==> src/rtl/huffman_decode.sv <==
// Bit-serial Huffman decoder: matches an MSB-first bitstream against a packed
// {len, code} table and emits one symbol index per matched codeword.
module huffman_decode #(
  parameter int unsigned SYMW   = 4,
  parameter int unsigned NSYM   = 16,
  parameter int unsigned MAXLEN = 15,
  parameter int unsigned LENW   = 4,
  parameter int unsigned CNTW   = 16
) (
  input  logic                            CLK,
  input  logic                            nRST,
  input  logic                            start,
  input  logic [NSYM*(LENW+MAXLEN)-1:0]   TABLE_IN,
  input  logic [CNTW-1:0]                 TOTAL_BITS,
  input  logic                            BIT_IN,
  input  logic                            bit_valid,
  output logic                            bit_ready,
  output logic [SYMW-1:0]                 SYMBOL_OUT,
  output logic                            sym_valid,
  input  logic                            sym_ready,
  output logic                            decode_over,
  output logic                            decode_err
);

  localparam int unsigned EW = LENW + MAXLEN;

  typedef enum logic [2:0] {
    S_IDLE,
    S_DECODE,
    S_EMIT,
    S_DONE,
    S_ERR
  } state_t;

  state_t                     state;
  logic [NSYM*EW-1:0]         tbl;
  logic [CNTW-1:0]            total;
  logic [MAXLEN-1:0]          acc;
  logic [LENW-1:0]            cur_len;
  logic [CNTW-1:0]            bits_used;

  logic [MAXLEN-1:0]          nacc;
  logic [LENW-1:0]            nlen;
  logic [MAXLEN-1:0]          mask;
  logic                       match;
  logic [SYMW-1:0]            match_idx;

  assign nacc = {acc[MAXLEN-2:0], BIT_IN};
  assign nlen = cur_len + LENW'(1);
  assign mask = ~({MAXLEN{1'b1}} << nlen);

  // First hit in ascending index order, so the lowest index wins on duplicates.
  always_comb begin
    match     = 1'b0;
    match_idx = '0;
    for (int unsigned i = 0; i < NSYM; i++) begin
      if (!match && (tbl[i*EW+MAXLEN +: LENW] == nlen) &&
          (((tbl[i*EW +: MAXLEN] ^ nacc) & mask) == '0)) begin
        match     = 1'b1;
        match_idx = SYMW'(i);
      end
    end
  end

  always_ff @(posedge CLK or negedge nRST) begin
    if (!nRST) begin
      state       <= S_IDLE;
      tbl         <= '0;
      total       <= '0;
      acc         <= '0;
      cur_len     <= '0;
      bits_used   <= '0;
      bit_ready   <= 1'b0;
      SYMBOL_OUT  <= '0;
      sym_valid   <= 1'b0;
      decode_over <= 1'b0;
      decode_err  <= 1'b0;
    end else begin
      case (state)
        S_IDLE, S_DONE, S_ERR: begin
          if (start) begin
            tbl        <= TABLE_IN;
            total      <= TOTAL_BITS;
            acc        <= '0;
            cur_len    <= '0;
            bits_used  <= '0;
            SYMBOL_OUT <= '0;
            sym_valid  <= 1'b0;
            decode_err <= 1'b0;
            if (TOTAL_BITS == '0) begin
              state       <= S_DONE;
              decode_over <= 1'b1;
              bit_ready   <= 1'b0;
            end else begin
              state       <= S_DECODE;
              decode_over <= 1'b0;
              bit_ready   <= 1'b1;
            end
          end
        end
        S_DECODE: begin
          if (bit_valid && bit_ready) begin
            bits_used <= bits_used + CNTW'(1);
            if (match) begin
              SYMBOL_OUT <= match_idx;
              sym_valid  <= 1'b1;
              bit_ready  <= 1'b0;
              acc        <= '0;
              cur_len    <= '0;
              state      <= S_EMIT;
            end else if ((nlen == LENW'(MAXLEN)) ||
                         (bits_used + CNTW'(1) == total)) begin
              decode_err <= 1'b1;
              bit_ready  <= 1'b0;
              state      <= S_ERR;
            end else begin
              acc     <= nacc;
              cur_len <= nlen;
            end
          end
        end
        S_EMIT: begin
          if (sym_ready) begin
            sym_valid <= 1'b0;
            if (bits_used == total) begin
              decode_over <= 1'b1;
              state       <= S_DONE;
            end else begin
              bit_ready <= 1'b1;
              state     <= S_DECODE;
            end
          end
        end
        default: state <= S_IDLE;
      endcase
    end
  end

endmodule

==> config.mk <==
export PLATFORM = sky130hd
export DESIGN_NAME = huffman_decode
export DESIGN_NICKNAME = d
export VERILOG_FILES = /design/src/rtl/huffman_decode.sv
export SDC_FILE = /design/constraint.sdc
export NUM_CORES = 1
export LEC_CHECK = 0
export BUFFER_PORTS_ARGS = -buffer_cell sky130_fd_sc_hd__clkbuf_2
export CAP_MARGIN = 20
export CELL_PAD_IN_SITES_DETAIL_PLACEMENT = 1
export CELL_PAD_IN_SITES_GLOBAL_PLACEMENT = 1
export CORE_UTILIZATION = 42
export CTS_CLUSTER_SIZE = 12
export DETAILED_ROUTE_END_ITERATION = 16
export GPL_TIMING_DRIVEN = 1
export HOLD_SLACK_MARGIN = 0.1
export PLACE_DENSITY = 0.86
export SYNTH_ARGS = -nofsm -noshare
export SYNTH_HDL_FRONTEND = slang
export SYNTH_SLANG_ARGS = --single-unit
==> constraint.sdc <==
create_clock -name CLK -period 4.05 [get_ports CLK]
set_input_delay 0.81 -clock CLK [delete_from_list [all_inputs] [get_ports CLK]]
set_output_delay 0.81 -clock CLK [all_outputs]
set_load 0.02 [all_outputs]
==> results of run 1 <==
-- layer usage --
metal	routed length (µm)	GRT usage, %	vias to the layer above
li1	-	-	8106
met1	31800	42.3	9057
met2	38000	56.4	691
met3	4790	4.99	180
met4	2870	12.9	0
met5	0	0	-
-- state kept, by name, indices dropped and copies added, names as in the netlist --
name         cells
decode_err       1
state            3
cur_len          4
SYMBOL_OUT       4
bits_used       16
bit_ready        1
acc             14
total           16
sym_valid        1
tbl            304
decode_over      1
-- path summary, 6_finish.rpt --
kind | from | end | slack, ps | cells past startpoint
worst max-delay path | cur_len[0] | cur_len[0] | 110 | 14
worst min-delay path | nRST | tbl[18] | 240 | 1
worst max register to register | cur_len[0] | cur_len[0] | 110 | 14
worst min register to register | tbl[26] | tbl[26] | 500 | 2
max in group asynchronous | nRST | tbl[124] | 2810 | 2
min in group CLK | TABLE_IN[159] | tbl[159] | 420 | 3
-- worst max-delay path, cell delays in order (launching register included) --
cell and delay (ps):
dfrtp_1 430, ha_1 180, inv_1 40, ha_2 410
buf_12 230, nand2_1 210, buf_4 250, a222oi_1 320
a31oi_1 150, nor4_1 510, nor2_1 180, nand4_2 220
nor3_4 100, a21o_4 290, mux2_2 280
-- metrics by stage --
step	std cells	hold WS [ps]	setup TNS (ps)	setup WS, ps
3_3_place_gp	3170	483	-1820	-139
6_report	3237	237	0	107
2_1_floorplan	2310	462	0	487
5_1_grt	3237	290	0	22.8
4_1_cts	3237	257	0	25.2
3_5_place_dp	3170	484	-4410	-275
-- kinds of logic (layout without fill, tap and decap cells) --
logic type,count (synthesis),after routing
AO/OA/AOI/OAI,264,264
XOR/XNOR,319,319
adder cells (fa/ha/maj),6,6
buffers and inverters,163,490
flip-flops,365,365
multiplexers,7,7
AND/OR/NAND/NOR,1186,1186
-- timing repair --
item | CTS | global route
pin swaps | 0 | 0
hold buffers | 0 | 0
gates cloned | 0 | 0
resized for setup | 3 | 6
endpoints found under the setup margin | 21 | 21
-- power by group --
part	internal (mW)	switching [mW]	leakage, nW
sequential	5.25	1.80	4.58
combinational	2.84	4.66	6.77
clock	2.26	1.59	0.656
-- cells in the final DEF, fill, tap and decap left out, types with 10 or more instances in the layout --
cell type / n
a2111oi_0: 11
a21oi_1: 34
a22o_1: 23
a31oi_1: 10
buf_12: 16
buf_4: 64
clkbuf_16: 41
clkbuf_2: 332
dfrtp_1: 365
inv_1: 10
nand2_1: 1008
nand3_1: 49
nand4_1: 12
nor2_1: 35
nor3_1: 16
nor4_1: 20
o2111ai_1: 24
o211ai_1: 10
o21ai_0: 57
o22ai_1: 13
xnor2_1: 161
xor2_1: 156
-- final cells by class --
class                   count  area (µm²)
flip-flops and latches    365        9130
well taps                 600         751
multi-input cells        1782        9640
inverters                  10        37.5
repair buffers            413        2480
clock buffers              54        1150
fillers                  5521       22100
clock inverters            13         206
==> impl_metrics.env, run 1 <==
export IMPL_syn_area_per_cell_um2=8.42
export IMPL_synth_adder_area_share_pct=0.386
export IMPL_cts_setup_buffers=0
export IMPL_dr_first_iter_drc_count=1506
export IMPL_endpoint_kind="register"
export IMPL_fin_util_pct=51.4
export IMPL_fmax_mhz=254
export IMPL_leakagePower_nw=12.0
export IMPL_tightestPinTransition_ps=918
export IMPL_grt_pass1_vias=19300
export IMPL_cts_inserted_buffers=41
export IMPL_required_ps=4510
export IMPL_clk_latency_ps=580
export IMPL_ys_flop_type="dfrtp_1"
export IMPL_cts_tree="yes"
export IMPL_rsz0062_at_grt="no"
export IMPL_ios=334
export IMPL_nets=2945
export IMPL_synth_area_leaders="dfrtp_1 47%, nand2_1 19%, xnor2_1 7.3%, xor2_1 7.0%, clkbuf_1 1.7%"
export IMPL_synth_xor_area_share_pct=14.4
export IMPL_hold_viol_final=0
export IMPL_vias=18000
export IMPL_synth_enable_flop_cells=0
export IMPL_powerDensity_nw_per_um2=786
export IMPL_yosysWarnings=0
export IMPL_wl_per_cell_um=23.9
export IMPL_async_reset_ff_share_pct=100
export IMPL_syn_to_final_growth_pct=20.3
export IMPL_cts_root_buf="clkbuf_16"
export IMPL_dpl_instance_area_um2=22000
export IMPL_power_total_mw=18.4
export IMPL_start_util_pct=42.8
export IMPL_avgViaCountPerCell=5.57
export IMPL_synthMuxAreaShare_pct=0.380
export IMPL_rows=78
export IMPL_vdd_drop_max_mv=0.616
export IMPL_overflow=0
export IMPL_setup_violations=0
export IMPL_ys_ff_latch=365
export IMPL_critPathMaxFanout=26
export IMPL_path_clk_slew_ps=60
export IMPL_min_path_type="in2async"
export IMPL_worstPathArrival_ps=4400
export IMPL_die_height_um=217
export IMPL_synth_fp_nets=2642
export IMPL_yosysUniqueCellTypes=73
export IMPL_status="finished clean"
export IMPL_netlist_area_um2=19400
export IMPL_crit_type="reg2reg"
export IMPL_antenna_found_initial=0
export IMPL_drc=0
export IMPL_hpwl_um=57400
export IMPL_drive_above_1_share_pct=19.0
export IMPL_slew_headroom_pct=38.8
export IMPL_wirelength_um=77400
export IMPL_syn_inst=2310
export IMPL_ant_nets=0
export IMPL_synth_seq_area_share_pct=47.0
export IMPL_finalCritPeriodShare_pct=97.4
export IMPL_synth_common_cells="1008 x nand2_1, 365 x dfrtp_1, 162 x xnor2_1"
export IMPL_grt_total_usage_pct=33.1
export IMPL_dieWidth_um=217
export IMPL_drtPass1Iterations=5
export IMPL_io_buffers=333
export IMPL_final_min_clock_period_ps=3940
export IMPL_n_antenna_cell=0
export IMPL_synth_simple_area_share_pct=24.5
export IMPL_synth_compound_area_share_pct=9.44
export IMPL_core_area_um2=45500
export IMPL_synth_top_area_cell="dfrtp_1"
export IMPL_gp_congestion=1.03
export IMPL_synth_top_family_by_area="simple AND/OR/NAND/NOR gates"
export IMPL_htreeDepth=2
export IMPL_die_area_um2=47200
export IMPL_skew_ps=19.2
export IMPL_yosys_area_top_type_share_pct=47.0
export IMPL_clock_path_buffers=3
export IMPL_cts_sinks=365
export IMPL_grt_pass1_wl_um=117000
export IMPL_start_kind="register"
export IMPL_slew_viol_final=0
export IMPL_maxCapViolations=0
export IMPL_grt_max_degree=207
export IMPL_final_area_um2=23400
export IMPL_yosysMostFrequentCell="nand2_1"
No activity file was read; power rests on OpenSTA's default activity.
==> run 2: changes to the inputs <==
--- a/config.mk
+++ b/config.mk
@@ -9,6 +9,7 @@
 export CAP_MARGIN = 20
 export CELL_PAD_IN_SITES_DETAIL_PLACEMENT = 1
 export CELL_PAD_IN_SITES_GLOBAL_PLACEMENT = 1
+export CORE_ASPECT_RATIO = 1.2
 export CORE_UTILIZATION = 42
 export CTS_CLUSTER_SIZE = 12
 export DETAILED_ROUTE_END_ITERATION = 16
==> impl_metrics.env, run 2 (synthesis gave the netlist of run 1 again) <==
export IMPL_top_register="tbl"
export IMPL_largest_reg_flops=304
export IMPL_tightestPinTransition_ps=1330
export IMPL_path_buf_inv=3
export IMPL_dp_slack_ps=-18.9
export IMPL_wirelength_um=75700
export IMPL_antenna_found_initial=0
export IMPL_io_buffers=333
export IMPL_clk_latency_ps=580
export IMPL_vias=18100
export IMPL_crit_path_frequent_cell="buf_4"
export IMPL_grt_pass1_vias=19400
export IMPL_powerDensity_nw_per_um2=775
export IMPL_reg2reg_to="acc[1]"
export IMPL_endpoint_kind="register"
export IMPL_nets=2952
export IMPL_layout_setup_ws_ps=145
export IMPL_clock_path_buffers=3
export IMPL_fin_util_pct=51.1
export IMPL_maxCapViolations=0
export IMPL_p_seq_share_pct=38.5
export IMPL_crit_type="reg2reg"
export IMPL_cts_root_buf="clkbuf_16"
export IMPL_grt_total_usage_pct=32.5
export IMPL_crit_chain="ha_1 -> inv_1 -> ha_2 -> buf_4 -> nor2_1 -> mux2_2 -> a32oi_1 -> o211ai_1 -> nor4_1 -> o21ba_2 -> nand4_2 -> nor3_4 -> a21o_1 -> buf_4 -> a22o_1"
export IMPL_crit_family="compound AO/OA/AOI/OAI gates"
export IMPL_path_depth=15
export IMPL_start_util_pct=42.4
export IMPL_top_regs="tbl x304, bits_used x16, total x16"
export IMPL_rsz0062_at_grt="no"
export IMPL_fmax_mhz=256
export IMPL_dieWidth_um=198
export IMPL_min_path_type="in2async"
export IMPL_rows=86
export IMPL_finalCritPeriodShare_pct=96.4
export IMPL_skew_ps=18.3
export IMPL_core_area_um2=45800
export IMPL_cp_slowest_cell="nor4_1"
export IMPL_cts_sinks=365
export IMPL_clkPwrFrac_pct=20.8
export IMPL_ant_nets=0
export IMPL_n_antenna_cell=0
export IMPL_dr_first_iter_drc_count=1411
export IMPL_cts_inserted_buffers=41
export IMPL_r2r_cells=15
export IMPL_ios=334
export IMPL_htreeDepth=2
export IMPL_power_switching_mw=7.83
export IMPL_wl_per_cell_um=23.2
export IMPL_critPathMaxFanout=12
export IMPL_hold_viol_final=0
export IMPL_avgViaCountPerCell=5.54
export IMPL_cts_tree="yes"
export IMPL_slew_viol_final=0
export IMPL_max_stage_delay_ps=470
export IMPL_hpwl_um=55800
export IMPL_switching_share_pct=43.2
export IMPL_drive_above_1_share_pct=19.3
export IMPL_status="finished clean"
export IMPL_intPower_mw=10.3
export IMPL_die_height_um=238
export IMPL_r2r_slack_ps=140
export IMPL_slew_headroom_pct=11.3
export IMPL_mostFrequentLayoutCell="nand2_1"
export IMPL_path_clk_slew_ps=60
export IMPL_gp_congestion=0.975
export IMPL_die_area_um2=47200
export IMPL_syn_to_final_growth_pct=20.4
export IMPL_rr_startpoint="cur_len[0]"
export IMPL_required_ps=4510
export IMPL_final_cell_mix="1008 x nand2_1, 364 x dfrtp_1, 332 x clkbuf_2"
export IMPL_combPwrFrac_pct=40.6
export IMPL_drc=0
export IMPL_overflow=0
export IMPL_drtPass1Iterations=5
export IMPL_final_min_clock_period_ps=3910
export IMPL_worstPathArrival_ps=4360
export IMPL_grt_max_degree=227
export IMPL_vdd_drop_max_mv=0.340
export IMPL_leakagePower_nw=12.0
export IMPL_crit_start="cur_len[0]"
export IMPL_start_kind="register"
export IMPL_setup_violations=0
export IMPL_grt_pass1_wl_um=114000
## run 2: changes by cell type in the layout (fill, tap and decap cells not counted), sizes merged
| cell | before | now |
|---|---|---|
| clkinvlp | 3 | 2 |
| inv | 11 | 13 |
| buf | 81 | 87 |
| clkbuf | 386 | 383 |
| xnor2 | 163 | 164 |
## run 2: area by class of cell
type / count / area (µm²)
clock buffer: 51 / 1120
inverter: 10 / 37.5
multi-input combinational: 1783 / 9660
timing repair buffer: 419 / 2500
clock inverter: 14 / 190
tap: 616 / 771
fill: 5547 / 22400
sequential: 365 / 9140
## run 2: how the worst max path moves through the flow
stage,to,slack [ps]
2_1_floorplan,acc[12],490
3_3_place_gp,cur_len[0],120
3_5_place_dp,cur_len[0],-20
4_1_cts,cur_len[0],30
5_1_grt,acc[9],30
6_report,acc[1],140
## run 2: power groups by stage
| stage | Combinational, mW | Clock, mW | Sequential [mW] |
|---|---|---|---|
| 2_1_floorplan | 4.99 | 0 | 6.23 |
| 3_3_place_gp | 6.86 | 0 | 6.90 |
| 5_1_grt | 8.10 | 3.94 | 7.10 |
| 3_5_place_dp | 7.20 | 0 | 6.96 |
| 4_1_cts | 7.32 | 3.83 | 6.94 |
| 6_report | 7.38 | 3.78 | 6.99 |
## run 2: timing repair
action / in CTS / in global routing
gates resized for setup: 1 / 7
setup endpoints to repair: 18 / 21
gates cloned: 0 / 1
hold buffers: 0 / 0
setup buffers: 0 / 0
pin swaps: 0 / 2
## run 2: layer usage
| metal | GRT usage (%) | vias to the layer above | part of all wire [%] |
|---|---|---|---|
| met5 | 0 | - | 0 |
| met1 | 40.6 | 9010 | 40 |
| met4 | 14.7 | 0 | 4.7 |
| li1 | - | 8119 | - |
| met3 | 4.53 | 214 | 6.0 |
| met2 | 55.6 | 718 | 49 |
## run 2: through the flow
step / cells / total power [mW] / hold slack (ps) / instance area [µm²] / setup TNS [ps]
global route: 3258 / 19.1 / 341 / 23400 / 0
finish: 3258 / 18.1 / 295 / 23400 / 0
global placement: 3192 / 13.8 / 482 / 22100 / 0
floorplan: 2310 / 11.2 / 462 / 19400 / 0
detailed placement: 3192 / 14.2 / 484 / 22100 / -18.9
CTS: 3257 / 18.1 / 323 / 23400 / 0
==> run 3: changes to the inputs <==
--- a/config.mk
+++ b/config.mk
@@ -9,7 +9,7 @@
 export CAP_MARGIN = 20
 export CELL_PAD_IN_SITES_DETAIL_PLACEMENT = 1
 export CELL_PAD_IN_SITES_GLOBAL_PLACEMENT = 1
-export CORE_ASPECT_RATIO = 1.2
+export CORE_ASPECT_RATIO = 0.7
 export CORE_UTILIZATION = 42
 export CTS_CLUSTER_SIZE = 12
 export DETAILED_ROUTE_END_ITERATION = 16
==> impl_metrics.env, run 3 (synthesis gave the netlist of run 1 again) <==
export IMPL_maxCapViolations=0
export IMPL_grt_pass1_wl_um=115000
export IMPL_fin_util_pct=51.2
export IMPL_cts_root_buf="clkbuf_16"
export IMPL_avgViaCountPerCell=5.53
export IMPL_final_cell_mix="1008 x nand2_1, 364 x dfrtp_1, 332 x clkbuf_2"
export IMPL_intPower_mw=10.2
export IMPL_final_area_um2=23300
export IMPL_syn_to_final_growth_pct=19.6
export IMPL_vdd_drop_max_mv=0.253
export IMPL_rsz0062_at_grt="no"
export IMPL_required_ps=4540
export IMPL_path_buf_inv=2
export IMPL_final_min_clock_period_ps=3910
export IMPL_crit_path_frequent_cell="buf_4"
export IMPL_hold_viol_final=0
export IMPL_core_area_um2=45400
export IMPL_cts_inserted_buffers=39
export IMPL_clkPwrFrac_pct=19.6
export IMPL_finalCritPeriodShare_pct=96.5
export IMPL_n_antenna_cell=0
export IMPL_grt_pass1_vias=19000
export IMPL_min_path_type="in2async"
export IMPL_vias=17900
export IMPL_path_clk_slew_ps=70
export IMPL_dr_first_iter_drc_count=1380
export IMPL_wirelength_um=75500
export IMPL_gp_congestion=1.01
export IMPL_grt_max_degree=159
export IMPL_powerDensity_nw_per_um2=773
export IMPL_start_util_pct=42.9
export IMPL_tightestPinTransition_ps=1010
export IMPL_p_seq_share_pct=39.3
export IMPL_endpoint_kind="register"
export IMPL_wl_per_cell_um=23.3
export IMPL_crit_family="simple AND/OR/NAND/NOR gates"
export IMPL_slew_headroom_pct=32.3
export IMPL_leakagePower_nw=12.0
export IMPL_hold_buffers=0
export IMPL_overflow=0
export IMPL_hpwl_um=56900
export IMPL_top_register="tbl"
export IMPL_drtPass1Iterations=7
export IMPL_max_stage_delay_ps=480
export IMPL_nets=2952
export IMPL_grt_total_usage_pct=32.1
export IMPL_largest_reg_flops=304
export IMPL_setup_violations=0
export IMPL_crit_type="reg2reg"
export IMPL_dieWidth_um=259
export IMPL_ff_latch_area_um2=9140
export IMPL_htreeDepth=2
export IMPL_cp_slowest_cell="xnor2_2"
export IMPL_die_area_um2=47200
export IMPL_crit_chain="buf_4 -> nand3_2 -> xnor2_2 -> buf_4 -> nor2_1 -> o211ai_1 -> nor4_1 -> nor2b_1 -> nand4_2 -> nor3_4 -> a21o_2 -> mux2_2"
export IMPL_start_kind="register"
export IMPL_fmax_mhz=256
export IMPL_antenna_found_initial=0
export IMPL_rows=65
export IMPL_critPathMaxFanout=27
export IMPL_slew_viol_final=0
export IMPL_clock_path_buffers=3
export IMPL_r2r_slack_ps=140
export IMPL_multi_input_area_um2=9630
export IMPL_ios=334
export IMPL_status="finished clean"
export IMPL_fillers=5452
export IMPL_combPwrFrac_pct=41.1
export IMPL_top_regs="tbl x304, bits_used x16, total x16"
export IMPL_worstPathArrival_ps=4400
export IMPL_mostFrequentLayoutCell="nand2_1"
export IMPL_dpl_instance_area_um2=22000
export IMPL_cts_tree="yes"
export IMPL_power_switching_mw=7.83
export IMPL_ant_nets=0
export IMPL_switching_share_pct=43.5
export IMPL_drc=0
export IMPL_cts_sinks=365
export IMPL_die_height_um=182
export IMPL_skew_ps=19.8
export IMPL_clk_latency_ps=550
export IMPL_io_buffers=333
export IMPL_drive_above_1_share_pct=19.1
[run 3: changes by cell type in the layout (fill, tap and decap cells not counted), sizes merged]
cell	delta
buf	+3
bufinv	-3
clkbuf	+4
clkinv	-1
clkinvlp	-1
inv	-3
xnor2	-1
[run 3: repair_timing]
item	CTS	global route
gates resized for setup	3	2
gates cloned	0	0
buffers inserted	0	0
setup endpoints to repair	18	18
[run 3: worst reg2reg max path: stages (launching register included)]
cell and delay [ps]:
dfrtp_2 400, buf_4 320, nand3_2 160, xnor2_2 480, buf_4 410, nor2_1 80, o211ai_1 300, nor4_1 140
nor2b_1 320, nand4_2 270, nor3_4 330, a21o_2 400, mux2_2 240
[run 3: final timing paths]
kind / endpoint / cells after the start / start
max reg2reg: cur_len[0] / 12 / cur_len[0]
min: tbl[280] / 1 / nRST
max in group asynchronous: tbl[62] / 2 / nRST
min reg2reg: tbl[213] / 2 / tbl[213]
max: cur_len[0] / 12 / cur_len[0]
min in group CLK: tbl[209] / 3 / TABLE_IN[209]
[run 3: power by group through the flow]
stage                     clock, mW  sequential, mW  combinational (mW)
after floorplan                   0            6.23                4.99
after global placement            0            6.99                7.01
after detailed placement          0            7.04                7.25
after CTS                      3.58            7.03                7.36
after global routing           3.71            7.17                8.15
final                          3.52            7.06                7.39
[run 3: per-layer routing]
layer	up-vias	GRT usage [%]	part of all wire [%]
met5	-	0	0
li1	8115	-	-
met3	136	4.23	7.4
met1	8962	46.2	45
met4	0	7.65	2.4
met2	727	51.4	46
[run 3: through the flow]
| step | total power, mW | setup TNS (ps) | hold WS, ps | cells | setup slack [ps] |
|---|---|---|---|---|---|
| 2_1_floorplan | 11.2 | 0 | 462 | 2310 | 487 |
| 3_3_place_gp | 14.0 | 0 | 484 | 3182 | 115 |
| 3_5_place_dp | 14.3 | -234 | 490 | 3182 | -119 |
| 4_1_cts | 18.0 | 0 | 277 | 3243 | 16.0 |
| 6_report | 18.0 | 0 | 250 | 3243 | 142 |
| 5_1_grt | 19.0 | 0 | 313 | 3243 | 13.3 |
[run 3: final cells by class]
class	count	area share [%]
timing repair buffer	422	10.7
multi-input combinational	1782	41.4
clock inverter	6	0.247
sequential	365	39.3
inverter	10	0.161
tap	603	3.24
clock buffer	55	4.98
